**src/rtl/mc_pkg.sv**
```systemverilog
// Shared encodings for the multi-cycle sequencer: FSM states, opcodes, instruction classes, ALU ops.
package mc_pkg;

   localparam logic [2:0] ST_FETCH  = 3'd0;
   localparam logic [2:0] ST_DECODE = 3'd1;
   localparam logic [2:0] ST_EXEC   = 3'd2;
   localparam logic [2:0] ST_MEM    = 3'd3;
   localparam logic [2:0] ST_WB     = 3'd4;
   localparam logic [2:0] ST_TRAP   = 3'd5;

   localparam logic [6:0] OP_R   = 7'h33;
   localparam logic [6:0] OP_I   = 7'h13;
   localparam logic [6:0] OP_LW  = 7'h03;
   localparam logic [6:0] OP_SW  = 7'h23;
   localparam logic [6:0] OP_BEQ = 7'h63;
   localparam logic [6:0] OP_JAL = 7'h6F;

   localparam logic [2:0] ALU_ADD = 3'b010;
   localparam logic [2:0] ALU_SUB = 3'b110;
   localparam logic [2:0] ALU_AND = 3'b000;
   localparam logic [2:0] ALU_OR  = 3'b001;
   localparam logic [2:0] ALU_SLT = 3'b111;

   typedef enum logic [2:0] {
      CL_R,
      CL_I,
      CL_LW,
      CL_SW,
      CL_BEQ,
      CL_JAL
   } cls_e;

endpackage

```
**src/rtl/mc_decode.sv**
```systemverilog
// Combinational instruction classifier: opcode/funct3/funct7[5] -> class, yEX op, illegal flag.
// Pure logic, no state; result is only consumed while the IR copy is stable.
module mc_decode
   import mc_pkg::*;
(
   input  logic [6:0] opcode_i,
   input  logic [2:0] funct3_i,
   input  logic       funct7b5_i,
   output cls_e       cls_o,
   output logic [2:0] op_o,
   output logic       illegal_o
);

   always_comb begin
      cls_o     = CL_R;
      op_o      = ALU_ADD;
      illegal_o = 1'b0;
      case (opcode_i)
         OP_R, OP_I: begin
            cls_o = (opcode_i == OP_R) ? CL_R : CL_I;
            case (funct3_i)
               3'b000:  op_o = (opcode_i == OP_R && funct7b5_i) ? ALU_SUB : ALU_ADD;
               3'b111:  op_o = ALU_AND;
               3'b110:  op_o = ALU_OR;
               3'b010:  op_o = ALU_SLT;
               default: illegal_o = 1'b1;
            endcase
         end
         OP_LW:  cls_o = CL_LW;
         OP_SW:  cls_o = CL_SW;
         OP_BEQ: begin
            cls_o = CL_BEQ;
            op_o  = ALU_SUB;
         end
         OP_JAL: cls_o = CL_JAL;
         default: illegal_o = 1'b1;
      endcase
   end

endmodule

```
**src/rtl/mc_ctrl.sv**
```systemverilog
// Multi-cycle FETCH/DECODE/EXEC/MEM/WB sequencer owning PC, IR copy and retired-instruction counter.
// imem_rdy/dmem_rdy stretch FETCH/MEM; illegal encodings or misaligned targets park in TRAP until rst.
module mc_ctrl
   import mc_pkg::*;
#(
   parameter int              XLEN     = 32,
   parameter logic [XLEN-1:0] RESET_PC = 'h28,
   parameter int              CNT_W    = 16
) (
   input  logic             clk,
   input  logic             rst,
   input  logic [XLEN-1:0]  ins,
   input  logic             imem_rdy,
   input  logic             dmem_rdy,
   input  logic             zero,
   input  logic [XLEN-1:0]  branch,
   input  logic [XLEN-1:0]  jTarget,
   output logic [XLEN-1:0]  PC,
   output logic             ir_en,
   output logic             RegWrite,
   output logic             ALUSrc,
   output logic [2:0]       op,
   output logic             MemRead,
   output logic             MemWrite,
   output logic             Mem2Reg,
   output logic             trap,
   output logic [CNT_W-1:0] instret
);

   localparam logic [XLEN-1:0]  PC_STEP = XLEN'(4);
   localparam logic [CNT_W-1:0] CNT_ONE = CNT_W'(1);

   logic [2:0]       state_q, state_d;
   logic [XLEN-1:0]  pc_q, pc_d;
   logic [10:0]      ir_q, ir_d;        // {funct7[5], funct3, opcode}
   logic [CNT_W-1:0] instret_q, instret_d;

   cls_e             cls;
   logic [2:0]       dec_op;
   logic             illegal;
   logic [XLEN-1:0]  pc_inc, br_tgt, jal_tgt;
   logic             br_ok, jal_ok, retire, in_dp;
   logic             unused_ins;

   assign unused_ins = ^{ins[XLEN-1:31], ins[29:15], ins[11:7]};

   mc_decode u_decode (
      .opcode_i   (ir_q[6:0]),
      .funct3_i   (ir_q[9:7]),
      .funct7b5_i (ir_q[10]),
      .cls_o      (cls),
      .op_o       (dec_op),
      .illegal_o  (illegal)
   );

   assign pc_inc  = pc_q + PC_STEP;
   assign br_tgt  = zero ? pc_q + branch : pc_inc;
   assign jal_tgt = pc_q + jTarget;
   assign br_ok   = (br_tgt[1:0] == 2'b00);
   assign jal_ok  = (jal_tgt[1:0] == 2'b00);

   always_comb begin
      state_d = state_q;
      pc_d    = pc_q;
      ir_d    = ir_q;
      retire  = 1'b0;
      case (state_q)
         ST_FETCH: if (imem_rdy) begin
            ir_d    = {ins[30], ins[14:12], ins[6:0]};
            state_d = ST_DECODE;
         end
         ST_DECODE: state_d = illegal ? ST_TRAP : ST_EXEC;
         ST_EXEC: begin
            case (cls)
               CL_BEQ, CL_JAL: begin
                  // Misaligned target traps without touching PC or the counter.
                  if ((cls == CL_BEQ) ? br_ok : jal_ok) begin
                     pc_d    = (cls == CL_BEQ) ? br_tgt : jal_tgt;
                     retire  = 1'b1;
                     state_d = ST_FETCH;
                  end else begin
                     state_d = ST_TRAP;
                  end
               end
               CL_LW, CL_SW: state_d = ST_MEM;
               default:      state_d = ST_WB;
            endcase
         end
         ST_MEM: if (dmem_rdy) begin
            if (cls == CL_SW) begin
               pc_d    = pc_inc;
               retire  = 1'b1;
               state_d = ST_FETCH;
            end else begin
               state_d = ST_WB;
            end
         end
         ST_WB: begin
            pc_d    = pc_inc;
            retire  = 1'b1;
            state_d = ST_FETCH;
         end
         ST_TRAP: state_d = ST_TRAP;
         default: state_d = ST_TRAP;
      endcase
      instret_d = retire ? instret_q + CNT_ONE : instret_q;
   end

   always_ff @(posedge clk) begin
      if (rst) begin
         state_q   <= ST_FETCH;
         pc_q      <= RESET_PC;
         ir_q      <= '0;
         instret_q <= '0;
      end else begin
         state_q   <= state_d;
         pc_q      <= pc_d;
         ir_q      <= ir_d;
         instret_q <= instret_d;
      end
   end

   // ALU controls stay driven through MEM/WB so address and result remain stable.
   always_comb begin
      in_dp    = (state_q == ST_EXEC) || (state_q == ST_MEM) || (state_q == ST_WB);
      ir_en    = (state_q == ST_FETCH) && imem_rdy;
      ALUSrc   = in_dp && (cls inside {CL_I, CL_LW, CL_SW});
      op       = in_dp ? dec_op : ALU_ADD;
      MemRead  = (state_q == ST_MEM) && (cls == CL_LW);
      MemWrite = (state_q == ST_MEM) && (cls == CL_SW);
      Mem2Reg  = (state_q == ST_WB) && (cls == CL_LW);
      RegWrite = (state_q == ST_WB) || ((state_q == ST_EXEC) && (cls == CL_JAL) && jal_ok);
      trap     = (state_q == ST_TRAP);
   end

   assign PC      = pc_q;
   assign instret = instret_q;

endmodule

```
**config.mk**
```make
export PLATFORM = sky130hd
export DESIGN_NAME = mc_ctrl
export DESIGN_NICKNAME = d
export VERILOG_FILES = /design/src/rtl/mc_pkg.sv /design/src/rtl/mc_decode.sv /design/src/rtl/mc_ctrl.sv
export SDC_FILE = /design/constraint.sdc
export NUM_CORES = 1
export LEC_CHECK = 0
export CAP_MARGIN = 10
export CORE_MARGIN = 1
export CORE_UTILIZATION = 48
export CTS_CLUSTER_DIAMETER = 30
export CTS_CLUSTER_SIZE = 30
export DETAILED_ROUTE_END_ITERATION = 10
export PLACE_DENSITY = 0.86
export SYNTH_ARGS = -nofsm -noshare
export SYNTH_HDL_FRONTEND = slang
export SYNTH_SLANG_ARGS = --single-unit
```
**constraint.sdc**
```tcl
create_clock -name clk -period 3.15 [get_ports clk]
set_input_delay 0.63 -clock clk [delete_from_list [all_inputs] [get_ports clk]]
set_output_delay 0.63 -clock clk [all_outputs]
set_load 0.05 [all_outputs]
```
# [Word-level counts from Yosys, hierarchy flattened]
# Index checks and enable logic that the tools add are counted.
[op_classes] add_sub_neg=4 n_eq_ne=24 mux=28 n_reduce_logical=25
[ops] cell="$mux 32" n=6
[ops] cell="$pmux 32 s3" n=1
[ops] cell="$add 32x32->32" n=2
[ops] cell="$add 32x3->32 const B" n=1
[ops] cell="$pmux 3 s5" n=2
[ops] cell="$mux 3" n=7
[ops] cell="$eq 3x3->1 const B" n=6
[ops] cell="$add 16x1->16 const B" n=1
[ops] cell="$eq 3x2->1 const B" n=5
[ops] cell="$eq 7x6->1 const B" n=2
[ops] cell="$eq 7x7->1 const B" n=2
[ops] cell="$pmux 3 s2" n=2
[ops] cell="$pmux 3 s4" n=1
[ops] cell="$logic_and 1x1->1" n=8
[ops] cell="$ne 2x2->1 const B" n=4
[ops] cell="$reduce_or 4->1" n=2
[ops] cell="$eq 7x2->1 const B" n=1
[ops] cell="$eq 7x5->1 const B" n=1
[ops] cell="$mux 1" n=7
[ops] cell="$eq 3x1->1 const B" n=2
[ops] cell="$logic_not 3->1" n=2
[ops] cell="$reduce_bool 3->1" n=2
[ops] cell="$reduce_or 2->1" n=3
[ops] cell="$reduce_and 5->1" n=1
[ops] cell="other kinds (6)" n=10
[totals] regBits=62 inputBits=101 out_inout_bits=58 word_cells=85

# [Depth between registers and ports, before layout]
# Gate-level depths: netlist of run 1.
[depth] word_depth=8 depth_mapped=13

# [By module]
# From an unflattened synthesis of run 1, not the netlist that was laid out.
[unflattened] hier_cells=960 hier_area_um2=6891.6
[by_module_without_submodules] mod="mc_ctrl" instances=1 cells_per_inst=937 area_per_inst_um2=6749.0 seq_area_each_um2=1241.2
[by_module_without_submodules] mod="mc_decode" instances=1 cells_per_inst=23 area_per_inst_um2=142.6 seq_area_each_um2=0.0

# [Worst setup path before layout of run 1]
# OpenSTA, ideal clock, no wires.
[synth_timing] kind="register to register" from="reg pc_q[0] (netlist: PC[0])" to="reg instret_q[10] (netlist: instret[10])" arrival_ps=3242 required_time_ps=3080 path_slack_ps=-163 stages_incl_launch_ff=12 path_buffers=1 period_less_slack_ps=3313 cell_sequence="dfxtp_1 ha_1 fa_1 nor3b_1 o21ai_0 a2111oi_4 nand2b_2 nand2_1 or3_1 buf_2 or3_1 a21oi_1"
[synth_between] elab_chain_len=7 elab_cells_between_ends=10
[synth_rtl] element="start, declared" line_no="mc_ctrl.sv:34" rtl="logic [XLEN-1:0] pc_q, pc_d;"
[synth_rtl] element="start signal, assigned" line_no="mc_ctrl.sv:117" rtl="pc_q <= pc_d;"
[synth_rtl] element="$add 32x3->32 or $add 32x32->32 (tied branches)" line_no="mc_ctrl.sv:56, mc_ctrl.sv:57"
[synth_rtl] element="$mux 32" line_no="mc_ctrl.sv:57" rtl="assign br_tgt = zero ? pc_q + branch : pc_inc;"
[synth_rtl] element="$logic_not 2->1" line_no="mc_ctrl.sv:59" rtl="assign br_ok = (br_tgt[1:0] == 2'b00);"
[synth_rtl] element="$mux 1 * (2 in a row)" line_no="mc_ctrl.sv:77" rtl="if ((cls == CL_BEQ) ? br_ok : jal_ok) begin"
[synth_rtl] element="$mux 1 *" line_no="mc_ctrl.sv:74" rtl="case (cls)"
[synth_rtl] element="$pmux 1 s3 *" line_no="mc_ctrl.sv:67" rtl="case (state_q)"
[synth_rtl] element="end signal, assigned" line_no="mc_ctrl.sv:119" rtl="instret_q <= instret_d;"
[synth_rtl] element="end, declared" line_no="mc_ctrl.sv:36" rtl="logic [CNT_W-1:0] instret_q, instret_d;"
# Mark *: on every way between the ends. The rest lies on a longest branch, timed or not.
# A chain may end at the register's enable or synchronous reset.

# [Worst setup path after layout of run 1]
[layout_timing] from="reg pc_q[0] (netlist: PC[0])" to="reg instret_q[12] (netlist: instret[12])"
# The elaborated chain is that of the path after synthesis.

==> results of run 1 <==
==> final cells by class <==
class	count	area (sq um)	share of cell area (%)
multi-input combinational	920	6150	56.9
sequential	62	1250	11.5
tap	184	230	2.13
clock buffer	11	253	2.34
inverter	21	78.8	0.729
clock inverter	5	81.3	0.752
timing repair buffer	319	2780	25.7
==> layer usage <==
layer	wire (um)	part of all wire [%]	GRT usage [%]
met3	3130	11	6.84
met2	13400	45	58.1
met5	0	0	0
met1	11800	40	45.5
met4	1410	4.7	18.2
==> worst max path at each step <==
| stage | start | end | slack [ps] |
|---|---|---|---|
| floorplan | branch[0] | instret[10] | 2 |
| global placement | jTarget[0] | PC[30] | -720 |
| detailed placement | jTarget[0] | PC[30] | -730 |
| CTS | state_q[1] | op[0] | 2 |
| global route | PC[0] | instret[12] | -120 |
| finish | PC[0] | instret[12] | -0.3 |
==> stage by stage <==
step	area (sq um)	power, W	setup TNS, ps
detailed placement	10100	0.00205	-18960
global route	10800	0.00340	-1010
finish	10800	0.00328	-0.343
floorplan	7350	0.00155	0
global placement	10100	0.00203	-15670
CTS	10500	0.00318	0
==> worst register-to-register path: cells and delay by family (launching register included) <==
family                   cells  cell delay, ps
flip-flops                   1             360
AO/OA/AOI/OAI                3             680
buffers and inverters        1             130
AND/OR/NAND/NOR              5            1320
adder cells (fa/ha/maj)      2             600
==> synthesized netlist by cell type (14+ instances only) <==
cell,count
nor3_1,30
inv_1,21
a21o_1,29
nor2_1,116
a21oi_1,110
o21ai_0,68
xor2_1,34
clkbuf_1,39
nand3_1,37
dfxtp_1,62
ha_1,64
a31oi_1,21
nand2_1,127
nand4_1,25
xnor2_1,36
and3_1,15
o21a_1,14
==> power breakdown <==
group | switching (W) | total [W] | internal (W)
Sequential | 0.0000615 | 0.000877 | 0.000815
Clock | 0.000400 | 0.00114 | 0.000736
Combinational | 0.000688 | 0.00126 | 0.000575
==> cell families after synthesis <==
| kind of cell | after synthesis | synth area share, % |
|---|---|---|
| flops | 62 | 16.9 |
| simple gates | 417 | 27.1 |
| mux | 10 | 1.40 |
| buf+inv | 71 | 3.77 |
| fa+ha+maj | 66 | 11.5 |
| compound gates | 357 | 31.1 |
| xor+xnor | 70 | 8.35 |
==> state kept, by name, indices dropped and copies added (netlist names) <==
name and cells:
instret 16, ir_q 11, PC 32, state_q 3
==> repair_timing <==
action                     CTS  global route
pin swaps                   24            31
setup endpoints to repair   34            28
hold buffers                 0             0
setup buffers                4             6
gates resized for setup     32            58
==> summary.md, run 1 <==
| Metric | Value |
|---|---|
| Critical-path cell list | buf_6, ha_4, fa_1, nor3b_2, o21ai_2, a2111oi_4, nand2b_4, nand2_4, or3_4, or3_4, a21oi_2 |
| Global Route Usage Sum | between 30% and 40% |
| Final RePlAce weighted congestion | 0.987 |
| First-pass GRT wire length | 45,700 um |
| Initial Util | between 40% and 50% |
| Crit-path most repeated cell | or3_4 |
| DP Worst Slack | -728 ps |
| Critical Path RT | ~3400 ps |
| CP startpoint kind | flip-flop |
| Area contributors post-synth | dfxtp_1, ha_1, a21oi_1, nand2_1, nor2_1 |
| Initial antenna violation count | 0 |
| Maxcap violations | 0 |
| Crit-path slowest cell | fa_1 |
| Final setup violation count | 1 |
| CP max stage delay | about 440 ps |
| WP data arrival | between 3000 and 4000 ps |
| Die X-Extent | around 130 um |
| Drt drc | 9 |
| Yosys top cell area share | 16.9% |
| Hold slack | 471 ps |
| Async SR Flop Fraction | 0% |
| Top FF cell, synth | dfxtp_1 |
| Die footprint | around 16,000 sq um |
| Fin util | between 70% and 80% |
| Layout cell share with drive strength beyond 1 | between 20% and 30% |
| Max Transition Viols Final | 0 |
| Sequential area share after synthesis | about 17% |
| CP Capture Type | flip-flop |
| Number of vias per cell | between 6 and 7 |
| Post-Syn Nets | 1,220 |
| ANT cells | 0 |
| Achievable Freq | between 300 and 400 MHz |
| # port buffers | ~140 |
| VDD IR max | ~0.00024 V |
| HPWL Detailed | 21,600 um |
| Status | complete, but fails checks |
| Final WS setup | -0.343 ps |
| GR Overflow Total | 0 |
| Yosys reg bits | between 60 and 70 |
| DIE HEIGHT | 126 um |
| Top cell type by total area after synthesis | dfxtp_1 |
| FF-to-FF Start | PC[0] |
| Synthesized area per cell | 6.97 sq um |
| CTS Root Buffer Type | clkbuf_16 |
| Hold Path Cell Cnt | 2 |
| Final Cycle Share | 100% |
| EDFF count, synth | 0 |
| Clk_lat worst skew | between 300 and 400 ps |
| WHS Endpoint | ir_q[10] |
| Leak pwr | 4.59 nW |
| CTS max path bufs | 2 |
| Cells on worst reg2reg path | 11 |
| Buffers & Inverters on Critical Path | 1 |
| Stages on the worst setup path | 11 |
| Slack of the worst reg-to-reg path | -0.3 ps |
| # rows | 44 |
| Clock Pin Slew Worst Setup and Hold Paths | approximately 60 ps |
| Ports | roughly 160 |
| Failing checks | DRC, setup timing |
| Area grow syn2layout | 47.3% |
| Post-synth cell types | between 70 and 80 |
| Delay-heaviest family, CP | simple AND/OR/NAND/NOR gates |
| Synth Instances | around 1,100 |
| Final Non-Filler Cells | 1,522 |
| RR Endpoint | instret[12] |
| PwrDens | 303 nW/um^2 |
| Detail Route Antenna Nets | 0 |
| Post-placement cell count | 1,496 |
| CTS Buf Count | 9 |
| Vias | a little under 10,000 |
| DRT Pass-1 Iters | 10 |
| H-tree depth | 3 |
| Drt total wl | 29,700 um |
| WL/cell | slightly below 20 um |
| Hold WC Path Type | reg -> reg |
| Most common cell after layout, fill and taps aside | buf_4 |
| Final net count | 1,500 |
| Clk sink count | between 60 and 70 |
| RSZ-0062 raised after global routing | yes |
| Core footprint | about 15,000 sq um |
| DR iter-0 viols | approximately 1,100 |
| Fill count | about 1,100 |
| CP Max Fanout | 6 |
| Final hold viol count | 0 |
| Ys Warns | 0 |
| Clock skew | 9.31 ps |
| Most frequent cells in the layout | buf_4, nand2_1, clkdlybuf4s50_1, nor2_1, a21oi_1 |
| CTS tree | built |
| Worst hold path startpoint | ir_q[10] |
| Number of global-route vias before repair | ~9,200 |
| Crit Path Category | reg -> reg |
| Mapped cell area | 7340 sq um |
| Actual slew at the worst max-slew pin | about 780 ps |
| Worst slew margin | a little under half |
| Largest net degree at the start of global routing | 38 |
| Final min period | around 3200 ps |
Note: power is estimated with default switching activity, not from simulation.
==> inputs of run 2 (changes only) <==
CAP_MARGIN = 40   (was 10)
CORE_ASPECT_RATIO = 1.25   (was default)
==> run 2 against run 1 <==
Against the previous run: the run now ends clean; clock power decreased by 4%; design area decreased by 1.2%; final cell count decreased by 0.79%; wire length decreased by 2.8%; sequential cell count unchanged; clock skew increased by 1.3 ps; non-clock buffer count decreased by 9; worst hold slack improved by 0.72 ps; first-iteration DRC count decreased by 11%; sequential power about the same; core utilization decreased by 1.8 points; critical endpoint is now instret[8]; largest cell class unchanged; highest routed layer unchanged.
==> summary.md, run 2 (synthesis results as in run 1) <==
| Metric | Value |
|---|---|
| Initial Util | 49.1% (was 49.8%) |
| Core footprint | 15,000 sq um (was 14,800 sq um) |
| DP Worst Slack | -719 ps (was -728 ps) |
| VDD IR max | 0.000257 V (was 0.000244 V) |
| Global Route Usage Sum | 35.3% (was 35.9%) |
| CTS Buf Count | 9 (unchanged) |
| Multi-input logic area | 6120 sq um (was 6150 sq um) |
| Vias | 9,723 (was 9,765) |
| Status | completed (was complete, but fails checks) |
| # port buffers | 137 (unchanged) |
| CTS tree | built (unchanged) |
| Hold Path Cell Cnt | 2 (unchanged) |
| FF-to-FF Start | PC[0] (unchanged) |
| ANT cells | 0 (unchanged) |
| RSZ-0062 raised after global routing | yes (unchanged) |
| Ports | 159 (unchanged) |
| Most frequent cells in the layout | buf_4, nand2_1, clkdlybuf4s50_1, nor2_1, a21oi_1 (unchanged) |
| H-tree depth | 3 (unchanged) |
| Part of the power in combinational logic | 38.9% (was 38.6%) |
| Worst hold path startpoint | ir_q[10] (unchanged) |
| CP startpoint kind | primary input (was flip-flop) |
| CP Max Fanout | 6 (unchanged) |
| Fill count | 1,117 (was 1,074) |
| Die footprint | 15,800 sq um (about the same) |
| Final setup violation count | 0 (was 1) |
| Sequential power share | 27.2% (was 26.8%) |
| Actual slew at the worst max-slew pin | 711 ps (was 780 ps) |
| Drt drc | 0 (was 9) |
| Clk sink count | 62 (unchanged) |
| Largest net degree at the start of global routing | 33 (was 38) |
| Final Cell Area | 10,700 sq um (was 10,800 sq um) |
| Hold WC Path Type | reg -> reg (unchanged) |
| Number of vias per cell | 6.44 (was 6.42) |
| Leak pwr | 4.51 nW (was 4.59 nW) |
| Slack of the worst reg-to-reg path | 90 ps (was -0.3 ps) |
| Clock Pin Slew Worst Setup and Hold Paths | 60 ps (about the same) |
| DIE HEIGHT | 140 um (was 126 um) |
| Final WS setup | 73.1 ps (was -0.343 ps) |
| GR Overflow Total | 0 (unchanged) |
| DRT Pass-1 Iters | 6 (was 10) |
| Max Transition Viols Final | 0 (unchanged) |
| Final RePlAce weighted congestion | 1.08 (was 0.987) |
| Critical Path RT | 3420 ps (about the same) |
| CTS max path bufs | 2 (unchanged) |
| WL/cell | 19.1 um (was 19.5 um) |
| Final Cycle Share | 97.7% (was 100%) |
| Worst slew margin | 52.6% (was 47.6%) |
| Initial antenna violation count | 0 (unchanged) |
| Cts hold-fix bufs | 0 (unchanged) |
| Clk_lat worst skew | 340 ps (about the same) |
| RR Endpoint | instret[8] (was instret[12]) |
| Cell Int Power | 0.00210 W (was 0.00213 W) |
| Most common cell after layout, fill and taps aside | buf_4 (unchanged) |
| First-pass GRT wire length | 44,700 um (was 45,700 um) |
| WP data arrival | 3350 ps (was 3420 ps) |
| Final net count | 1,491 (was 1,500) |
| Layout cell share with drive strength beyond 1 | 19.6% (was 20.4%) |
| Switch share | 34.9% (was 35.1%) |
| WHS Endpoint | ir_q[10] (unchanged) |
| Net Switching | 0.00113 W (was 0.00115 W) |
| Max reg flops | 32 (unchanged) |
| Final hold viol count | 0 (unchanged) |
| Area post-placement | 10,100 sq um (about the same) |
| DR iter-0 viols | 990 (was 1,107) |
| Area grow syn2layout | 45.6% (was 47.3%) |
| CTS Root Buffer Type | clkbuf_16 (unchanged) |
| # rows | 50 (was 44) |
| PwrDens | 302 nW/um^2 (was 303 nW/um^2) |
| Number of global-route vias before repair | 9,177 (was 9,205) |
| Clock skew | 10.6 ps (was 9.31 ps) |
| Crit Path Category | in -> reg (was reg -> reg) |
| Detail Route Antenna Nets | 0 (unchanged) |
| Clock network power share | 33.9% (was 34.7%) |
| Maxcap violations | 0 (unchanged) |
| Drt total wl | 28,900 um (was 29,700 um) |
| CP Capture Type | flip-flop (unchanged) |
| Die X-Extent | 113 um (was 126 um) |
| Achievable Freq | 325 MHz (was 317 MHz) |
| HPWL Detailed | 21,500 um (was 21,600 um) |
| Register area | 1240 sq um (was 1250 sq um) |
| Final min period | 3080 ps (was 3150 ps) |
| Cells on worst reg2reg path | 10 (was 11) |
## run 2: what timing repair did
action                     4_1_cts  5_1_grt
hold endpoints to repair         0        0
gates resized for setup         39       53
buffers inserted                 3        1
pin swaps                       22       26
setup endpoints to repair       37       28
## run 2: per-stage QoR
step                instances  hold slack, ps  TNS [ps]  total power, W  utilization [%]
finish                   1510             472         0         0.00323             71.5
global route             1510             488      -160         0.00335             71.5
CTS                      1509             465         0         0.00316             70.2
detailed placement       1491             455    -21010         0.00206             67.2
global placement         1491             451    -17020         0.00203             67.2
floorplan                1053             436         0         0.00155                -
## run 2: metal layers
layer | share of wire, % | GRT usage (%)
met1 | 37 | 39.3
met2 | 47 | 61.2
met3 | 8.4 | 6.45
met4 | 7.3 | 23.6
met5 | 0 | 0
## run 2: critical path, cell delays in order
cell	delay [ps]
clkbuf_2	110
buf_4	140
fa_1	510
nor3b_2	250
o21ai_2	110
a2111oi_4	400
nand2b_4	240
nand2_4	60
or3_4	370
or3_1	370
a21oi_1	150
## run 2: final cells by class
cell class | instances | share of cell area (%)
clock buffer | 12 | 2.31
clock inverter | 3 | 0.644
inverter | 21 | 0.738
multi-input combinational | 920 | 57.3
sequential | 62 | 11.6
tap | 182 | 2.13
timing repair buffer | 310 | 25.3
## run 2: how the worst max path moves through the flow
| stage | start | to | slack [ps] | cells after the start |
|---|---|---|---|---|
| after global routing | branch[3] | PC[28] | -90 | 14 |
| after CTS | jTarget[12] | PC[27] | 1 | 11 |
| after global placement | branch[1] | PC[27] | -590 | 14 |
| after floorplan | branch[0] | instret[10] | 2 | 11 |
| after detailed placement | jTarget[0] | PC[30] | -720 | 13 |
| final | branch[1] | instret[8] | 70 | 11 |
## run 2: power groups by stage
stage | registers, W | logic [W] | clock network, W
2_1_floorplan | 0.000935 | 0.000612 | 0
3_3_place_gp | 0.000885 | 0.00115 | 0
3_5_place_dp | 0.000888 | 0.00117 | 0
4_1_cts | 0.000871 | 0.00119 | 0.00109
5_1_grt | 0.000879 | 0.00134 | 0.00113
6_report | 0.000877 | 0.00126 | 0.00110
==> inputs of run 3 (changes only) <==
MAX_ROUTING_LAYER = met4   (was default)
==> run 3 against run 2 <==
Against the previous run: sequential share of layout area shrank 0.24 points; register-to-register slack gained 50 ps; clock skew shrank 3.7 ps; combinational power grew 3%; final cell count grew 2.6%; critical path type unchanged; critical endpoint is now PC[27]; largest cell class unchanged; largest power group unchanged; highest routed layer unchanged.
==> summary.md, run 3 (synthesis results as in run 1) <==
| Metric | Value |
|---|---|
| Max Transition Viols Final | 0 (unchanged) |
| Maxcap violations | 0 (unchanged) |
| First-pass GRT wire length | 46,800 um (was 44,700 um) |
| Final RePlAce weighted congestion | 1.04 (was 1.08) |
| VDD IR max | 0.000278 V (was 0.000257 V) |
| CTS Root Buffer Type | clkbuf_16 (unchanged) |
| Drt drc | 0 (unchanged) |
| Final hold viol count | 0 (unchanged) |
| CP Max Fanout | 3 (was 6) |
| Largest net degree at the start of global routing | 36 (was 33) |
| Area grow syn2layout | 49.0% (was 45.6%) |
| DRT Pass-1 Iters | 6 (unchanged) |
| CP max stage delay | 400 ps (was 510 ps) |
| Status | completed (unchanged) |
| Clock network power share | 32.0% (was 33.9%) |
| Post-placement cell count | 1,528 (was 1,491) |
| Final Non-Filler Cells | 1,549 (was 1,510) |
| ANT cells | 0 (unchanged) |
| Cells on worst reg2reg path | 10 (unchanged) |
| HPWL Detailed | 22,600 um (was 21,500 um) |
| Most common cell after layout, fill and taps aside | buf_4 (unchanged) |
| Vias | 9,747 (was 9,723) |
| Die footprint | 15,800 sq um (unchanged) |
| Final Cycle Share | 98.5% (was 97.7%) |
| Core footprint | 15,000 sq um (unchanged) |
| Global Route Usage Sum | 38.4% (was 35.3%) |
| Actual slew at the worst max-slew pin | 755 ps (was 711 ps) |
| Clk sink count | 62 (unchanged) |
| Tot Pwr | 0.00319 W (was 0.00323 W) |
| Max reg flops | 32 (unchanged) |
| Clock skew | 6.84 ps (was 10.6 ps) |
| # port buffers | 137 (unchanged) |
| Achievable Freq | 322 MHz (was 325 MHz) |
| WL/cell | 19.2 um (was 19.1 um) |
| Drt total wl | 29,800 um (was 28,900 um) |
| Final setup violation count | 0 (unchanged) |
| Detail Route Antenna Nets | 0 (unchanged) |
| CTS tree | built (unchanged) |
| Sequential power share | 27.2% (about the same) |
| WP data arrival | 3340 ps (was 3350 ps) |
| Buffers & Inverters on Critical Path | 2 (unchanged) |
| Final net count | 1,529 (was 1,491) |
| Switch share | 35.6% (was 34.9%) |
| Crit Path Category | in -> reg (unchanged) |
| Critical Path RT | 3380 ps (was 3420 ps) |
| Clock Pin Slew Worst Setup and Hold Paths | 50 ps (was 60 ps) |
| CTS Buf Count | 9 (unchanged) |
| Hold WC Path Type | reg -> reg (unchanged) |
| CP startpoint kind | primary input (unchanged) |
| Delay-heaviest family, CP | compound AO/OA/AOI/OAI gates (was simple AND/OR/NAND/NOR gates) |
| DIE HEIGHT | 140 um (unchanged) |
| Most frequent cells in the layout | buf_4, nand2_1, clkdlybuf4s50_1, nor2_1, a21oi_1 (unchanged) |
| Final min period | 3100 ps (was 3080 ps) |
| Final TNS setup | 0 ps (unchanged) |
| GR Overflow Total | 0 (unchanged) |
| Die X-Extent | 113 um (unchanged) |
| Hold Path Cell Cnt | 2 (unchanged) |
| H-tree depth | 3 (unchanged) |
| Number of vias per cell | 6.29 (was 6.44) |
| Number of global-route vias before repair | 9,377 (was 9,177) |
| # rows | 50 (unchanged) |
| Ports | 159 (unchanged) |
| Clk_lat worst skew | 350 ps (was 340 ps) |
| CP Capture Type | flip-flop (unchanged) |
| CTS max path bufs | 2 (unchanged) |
| Crit-path slowest cell | clkdlybuf4s50_1 (was fa_1) |
| Critical-path cell list | clkdlybuf4s50_1, ha_1, a21o_1, a311o_1, a21oi_1, a21bo_2, and2_1, o41ai_2, buf_4, xor2_1, a311oi_1 (was clkbuf_2, buf_4, fa_1, nor3b_2, o21ai_2, a2111oi_4, nand2b_4, nand2_4, or3_4, or3_1, a21oi_1) |
| Worst slew margin | 49.7% (was 52.6%) |
| Fill count | 1,129 (was 1,117) |
| Initial antenna violation count | 0 (unchanged) |
| Stages on the worst setup path | 11 (unchanged) |
| DR iter-0 viols | 1,123 (was 990) |
| Initial Util | 49.1% (unchanged) |
| Net Switching | 0.00114 W (was 0.00113 W) |
| Leak pwr | 4.73 nW (was 4.51 nW) |
| PwrDens | 292 nW/um^2 (was 302 nW/um^2) |
| Layout cell share with drive strength beyond 1 | 21.9% (was 19.6%) |
| Cell Int Power | 0.00205 W (was 0.00210 W) |
| Fin util | 73.1% (was 71.5%) |
| Part of the power in combinational logic | 40.8% (was 38.9%) |
| Hold slack | 487 ps (was 472 ps) |
-- run 3: cell count changes in the layout (fill, tap and decap cells not counted), sizes merged --
cell	change
dlymetal6s2s	+1
clkinv	+1
clkinvlp	+2
bufinv	-1
buf	+39
clkbuf	-3
-- run 3: through the flow --
step                      setup slack, ps  area, sq um
after detailed placement             -643        10300
final                                45.9        10900
after floorplan                      1.79         7350
after CTS                            3.09        10800
after global routing                -44.8        10900
after global placement               -498        10300
-- run 3: final timing paths --
kind / start / endpoint / slack, ps
max: jTarget[12] / PC[27] / 50
min: ir_q[0] / ir_q[0] / 490
max reg2reg: PC[0] / instret[12] / 140
min reg2reg: ir_q[0] / ir_q[0] / 490
-- run 3: timing repair --
action | in CTS | in global routing
buffers inserted | 4 | 1
hold buffers | 0 | 0
pin swaps | 18 | 25
endpoints found under the setup margin | 32 | 33
gates resized for setup | 34 | 45
-- run 3: worst min-delay path, delay by kind of cell, from the launching register on --
family / cells / cell delay [ps]
compound gates: 1 / 50
flops: 1 / 330
simple gates: 1 / 60
-- run 3: cell type report --
class                           count  area, sq um  share of cell area, %
Timing Repair Buffer              348         3010                   27.5
Tap cell                          182          228                   2.08
Clock buffer                       11          243                   2.22
Sequential cell                    62         1250                   11.4
Inverter                           21         78.8                  0.721
Multi-Input combinational cell    920         6070                   55.5
Clock inverter                      5         58.8                  0.538
-- run 3: per-layer routing --
metal  up-vias  track usage (%)  part of all wire (%)
met5         -                -                     0
met4         0             22.2                   6.6
met3       168             6.71                   8.2
met2       629             63.7                    48
met1      4391             43.3                    37
li1       4559                -                     -
-- run 3: power by group through the flow --
stage	clock (W)	sequential [W]	combinational, W
floorplan	0	0.000935	0.000612
global route	0.00107	0.000870	0.00140
global placement	0	0.000878	0.00121
detailed placement	0	0.000880	0.00123
finish	0.00102	0.000866	0.00130
CTS	0.00102	0.000863	0.00125
